`src/rtl/branch_resolve_unit.sv`:
```
// Resolves RV32I branch/JAL/JALR outcomes from EX-stage subtract flags and squashes wrong-path slots.
// Optional performance counters are enabled with BRU_PERF_CNT_EN.
module branch_resolve_unit #(
    parameter int XLEN       = 32,
    parameter int SHADOW_LEN = 2
) (
    input  logic            clk,
    input  logic            rst,
    input  logic            in_valid,
    input  logic            is_branch,
    input  logic            is_jal,
    input  logic            is_jalr,
    input  logic [2:0]      funct3,
    input  logic            pred_taken,
    input  logic [XLEN-1:0] pc,
    input  logic [XLEN-1:0] imm,
    input  logic [XLEN-1:0] rs1,
    input  logic            flag_c,
    input  logic            flag_v,
    input  logic            flag_z,
    input  logic            flag_n,
    output logic            out_valid,
    output logic            taken,
    output logic            redirect,
    output logic [XLEN-1:0] redirect_pc,
    output logic [XLEN-1:0] link_pc,
    output logic            illegal_br,
`ifdef BRU_PERF_CNT_EN
    output logic [31:0]     perf_branches,
    output logic [31:0]     perf_mispredicts,
`endif
    output logic            squash
);

    typedef enum logic {
        RUN,
        SHADOW
    } state_t;

    localparam logic [XLEN-1:0] PC_STEP   = XLEN'(4);
    localparam logic [2:0]      SHADOW_LD = 3'(SHADOW_LEN);

    state_t          state;
    state_t          state_next;
    logic [2:0]      count;
    logic [2:0]      count_next;

    logic            accept;
    logic            cond;
    logic            taken_d;
    logic            redirect_d;
    logic            illegal_d;
    logic [XLEN-1:0] link_d;
    logic [XLEN-1:0] br_target;
    logic [XLEN-1:0] jalr_sum;
    logic [XLEN-1:0] next_pc_d;

    assign squash = (state == SHADOW) && in_valid;
    assign accept = (state == RUN) && in_valid;

    // Branch condition from the rs1-rs2 flags; C=1 means no borrow (rs1 >= rs2 unsigned)
    always_comb begin
        cond = 1'b0;
        unique case (funct3)
            3'b000:  cond = flag_z;
            3'b001:  cond = ~flag_z;
            3'b100:  cond = flag_n ^ flag_v;
            3'b101:  cond = ~(flag_n ^ flag_v);
            3'b110:  cond = ~flag_c;
            3'b111:  cond = flag_c;
            default: cond = 1'b0;
        endcase
    end

    // Direction, mispredict and correct next PC, with jalr > jal > branch priority
    always_comb begin
        link_d     = pc + PC_STEP;
        br_target  = pc + imm;
        jalr_sum   = rs1 + imm;
        taken_d    = 1'b0;
        redirect_d = 1'b0;
        illegal_d  = 1'b0;
        next_pc_d  = link_d;
        if (is_jalr) begin
            taken_d    = 1'b1;
            redirect_d = 1'b1;
            next_pc_d  = {jalr_sum[XLEN-1:1], 1'b0};
        end else if (is_jal) begin
            taken_d    = 1'b1;
            redirect_d = ~pred_taken;
            next_pc_d  = br_target;
        end else if (is_branch) begin
            if (funct3 == 3'b010 || funct3 == 3'b011) begin
                illegal_d  = 1'b1;
                redirect_d = pred_taken;
            end else begin
                taken_d    = cond;
                redirect_d = cond ^ pred_taken;
                next_pc_d  = cond ? br_target : link_d;
            end
        end
    end

    // Shadow counter: runs down every cycle in SHADOW regardless of in_valid
    always_comb begin
        state_next = state;
        count_next = count;
        unique case (state)
            RUN: begin
                if (accept && redirect_d) begin
                    state_next = SHADOW;
                    count_next = SHADOW_LD;
                end
            end
            SHADOW: begin
                count_next = count - 3'd1;
                if (count == 3'd1) begin
                    state_next = RUN;
                end
            end
            default: begin
                state_next = RUN;
                count_next = 3'd0;
            end
        endcase
    end

    always_ff @(posedge clk) begin
        if (rst) begin
            state <= RUN;
            count <= 3'd0;
        end else begin
            state <= state_next;
            count <= count_next;
        end
    end

    // Results live for exactly one cycle and are zeroed whenever nothing was accepted
    always_ff @(posedge clk) begin
        if (rst) begin
            out_valid   <= 1'b0;
            taken       <= 1'b0;
            redirect    <= 1'b0;
            illegal_br  <= 1'b0;
            redirect_pc <= '0;
            link_pc     <= '0;
        end else begin
            out_valid   <= accept;
            taken       <= accept && taken_d;
            redirect    <= accept && redirect_d;
            illegal_br  <= accept && illegal_d;
            redirect_pc <= accept ? next_pc_d : '0;
            link_pc     <= accept ? link_d : '0;
        end
    end

`ifdef BRU_PERF_CNT_EN
    always_ff @(posedge clk) begin
        if (rst) begin
            perf_branches    <= 32'd0;
            perf_mispredicts <= 32'd0;
        end else begin
            if (accept && is_branch && perf_branches != 32'hFFFF_FFFF) begin
                perf_branches <= perf_branches + 32'd1;
            end
            if (accept && redirect_d && perf_mispredicts != 32'hFFFF_FFFF) begin
                perf_mispredicts <= perf_mispredicts + 32'd1;
            end
        end
    end
`endif

endmodule
```
`config.mk`:
```
export PLATFORM = sky130hd
export DESIGN_NAME = branch_resolve_unit
export DESIGN_NICKNAME = d
export VERILOG_FILES = /design/src/rtl/branch_resolve_unit.sv
export SDC_FILE = /design/constraint.sdc
export NUM_CORES = 1
export LEC_CHECK = 0
export CAP_MARGIN = 0
export CORE_ASPECT_RATIO = 1.4
export CORE_MARGIN = 5
export CORE_UTILIZATION = 30
export DETAILED_ROUTE_END_ITERATION = 8
export PLACE_DENSITY = 0.63
export SYNTH_ARGS = -nofsm -noshare
export SYNTH_HDL_FRONTEND = slang
export SYNTH_SLANG_ARGS = --single-unit
```
`constraint.sdc`:
```
create_clock -name clk -period 4.1 [get_ports clk]
set_clock_uncertainty 0.2 [all_clocks]
set_input_delay 0.82 -clock clk [delete_from_list [all_inputs] [get_ports clk]]
set_output_delay 0.82 -clock clk [all_outputs]
set_load 0.01 [all_outputs]
```
==> impl_results.md <==
* Clk pwr share at 31.3%
* Detailed Route Iter0 Violations at 312
* Logic pwr share at 39.8%
* Top cells by area, synth: dfxtp_1 (23%), ha_1 (13%), nor2_1 (6.2%), xor2_1 (6.1%), a211oi_1 (6.0%)
* Async SR Flop Fraction at 0%
* Final Net Count at 1182
* Netlist Area Pre-Place at 0.00614 mm2
* Type of the worst setup path: in2reg
* Cell taking the most area after synthesis: dfxtp_1
* R2r setup slk at 2.25 ns
* CP most frequent cell: a211oi_1
* Gp weighted congestion at 0.882
* CTS sink cnt at 72
* Vias in the first global route at 6665
* Unrepaired setup endpoints after global routing: no
* Fin. Hold Viols at 0
* Initial core utilization at 30.2%
* Maxcap violations at 0
* Worst skew pair latency at 0.34 ns
* CP Capture Type: register
* Syn-to-layout area delta at 46.3%
* Yosys top cell area share at 23.5%
* Die area at 0.0235 mm2
* Finished Layout Cells at 1267
* Placement Rows at 62
* Post-DP HPWL at 17800 um
* List of most frequent post-synthesis cells: nor2_1 (102), dfxtp_1 (72), ha_1 (64)
* PD cells at 293 mW/mm2
* Max-slew violations at 0
* Measured slew at the worst slew-check pin at 0.922 ns
* WP data required at 4.15 ns
* Cts bufs inserted at 9
* Worst-path clk slew at 0.07 ns
* CTS tree: built
* Seq pwr share at 29.0%
* Global route total overflow at 0
* Final Power at 2.63 mW
* Dominant cell by count in the synthesized netlist: nor2_1
* Core area at 0.0203 mm2
* Fmax at 0.256 GHz
* Crit path max-delay cell type: clkdlybuf4s50_1
* Total GRT Usage at 17.9%
* Routed WL at 21600 um
* Avg WL per Cell at 17.1 um
* Seq cells post-synth at 72
* Dpl cells at 1251
* Leakage at 3.75 nW
* Switching pwr at 0.887 mW
* Antenna diodes at 0
* DR pass1 iterations at 4
* Setup ws final at 0.194 ns
* Die width at 131 um
* Sw Share at 33.7%
* Final setup fails at 0
* Reg2reg end: redirect_pc[30]
* Slew Limit Headroom at 38.5%
* Status: completed
* Tcrit/Tclk final at 95.3%
* DR vias at 6551
* Clock Path Buffers at 2
* Hold WS at 0.319 ns
* Synth Instances at 776
* Critical path endpoint: redirect_pc[27]
* CP startpoint: imm[2]
* Arr. time, crit path at 3.95 ns
* CTS H-Tree Depth at 3
* I/O pin count at 179
* Antenna violations before repair at 0
* Crit-path cells: clkdlybuf4s50_1 > ha_1 > a21oi_1 > a211oi_1 > o31ai_1 > buf_4 > o211ai_2 > a221oi_4 > o21ai_2 > a31oi_1 > o21ai_1 > xnor2_1 > a211oi_1
* CP startpoint kind: input pin
* Final instance area at 0.00899 mm2
* Final Critical Period at 3.91 ns
* Hold Path Class: reg2reg
* Internal at 1.74 mW
* CTS Hold Bufs at 0
* Setup TNS Final at 0 ns
* Dpl ws at -0.204 ns
* Layout cells sized above 1 at 11.5%
* Warnings from Yosys at 0
* R2R cell count at 6
* R2r startpoint: state
* Synth unique cells at 67
* Maximum vdd drop at 0.000164 V
* Synthesized Nets at 952
* Post-synth EDFFs at 0
* CP max FO at 4
* DRC viols at 0
* Root Buffer: clkbuf_16
* Via count normalized by instance count at 5.17
* Post-synthesis sequential area ratio at 23.5%
* Post-Syn Area per Cell at 7.92 um2
* CP max stage delay at 0.42 ns
* Largest net degree at the start of global routing at 54
* Number of fill cells at 2073
* Height of the die at 179 um
* Global-route wire length before repair at 32700 um
* Final Util at 44.2%
* Top FF cell, synth: dfxtp_1
* Antenna-violating nets left at 0
* Port-buffer cells at 178
* Area after DPL at 0.00867 mm2
-- cell usage in the layout, fill, tap and decap left out, types with 3 or more instances in the layout --
cell type        count
o21a_1               7
a211oi_1            49
a21oi_2              5
a21oi_1             56
clkdlybuf4s50_1    177
nand4_1             11
o22ai_1              6
inv_6                3
xnor2_1             40
inv_1               13
a31o_2               3
and2_1               9
o21ai_1              3
ha_1                64
nand2b_1            13
and4_1               3
nor2b_1              5
clkbuf_16            9
o31ai_1              4
o21ai_0             31
nand3_1             22
nor3_1              13
dfxtp_1             72
a31oi_1             10
buf_4               77
nor2_1             102
a21o_1              40
xor2_1              43
and3_1              12
a41o_1               3
nand2_1             54
-- layer usage --
layer	share of wire, %	vias to the layer above	GRT usage [%]
met3	4.3	31	2.92
met4	2.1	0	6.00
li1	-	3297	-
met1	38	3065	18.6
met2	55	158	35.3
met5	0	-	0
-- worst min-delay path by stage --
stage | start | endpoint | slack [ns] | cells past startpoint
after floorplan | count[1] | count[1] | 0.27 | 2
after global placement | count[1] | count[1] | 0.30 | 2
after detailed placement | count[1] | count[1] | 0.31 | 2
after CTS | count[1] | count[1] | 0.32 | 2
after global routing | count[2] | count[2] | 0.36 | 2
final | count[1] | count[1] | 0.32 | 2
-- timing repair --
item / in CTS / in global routing
endpoints found under the setup margin: 0 / 1
setup buffers: 0 / 0
resized for setup: 0 / 1
-- final cells by class --
cell class | instances | area, um2 | share of cell area (%)
Multi-Input combinational cell | 655 | 4520 | 50.3
Timing Repair Buffer | 255 | 2350 | 26.2
Sequential cell | 72 | 1440 | 16.0
Tap cell | 256 | 320 | 3.56
Clock buffer | 9 | 225 | 2.51
Clock inverter | 7 | 77.6 | 0.863
Inverter | 13 | 48.8 | 0.543
-- cells by family after synthesis --
group / after synthesis / synth area share (%)
multiplexers: 2 / 0.326
AND/OR/NAND/NOR: 255 / 19.2
AO/OA/AOI/OAI: 249 / 28.2
flip-flops: 72 / 23.5
adder cells (fa/ha/maj): 66 / 13.7
buffers and inverters: 49 / 3.24
XOR/XNOR: 83 / 11.8
-- flip-flops by register name, indices dropped and copies added, names as in the netlist --
signal,cells
redirect_pc,32
state,1
link_pc,32
taken,1
redirect,1
out_valid,1
count,3
illegal_br,1
-- worst max-delay path: cells and delay by family --
kind	cells	cell delay, ns
AOI/OAI and AO/OA	9	2.02
xor gates and xnor gates	1	0.18
adders and majority gates	1	0.35
buffers and inverters	2	0.57
-- power by group through the flow --
stage	logic (mW)	clock network, mW	registers, mW
2_1_floorplan	0.572	0	0.796
3_3_place_gp	1.03	0	0.777
3_5_place_dp	1.04	0	0.778
4_1_cts	1.04	0.844	0.763
5_1_grt	1.14	0.879	0.767
6_report	1.05	0.822	0.762
Note: power is estimated with default switching activity, not from simulation.
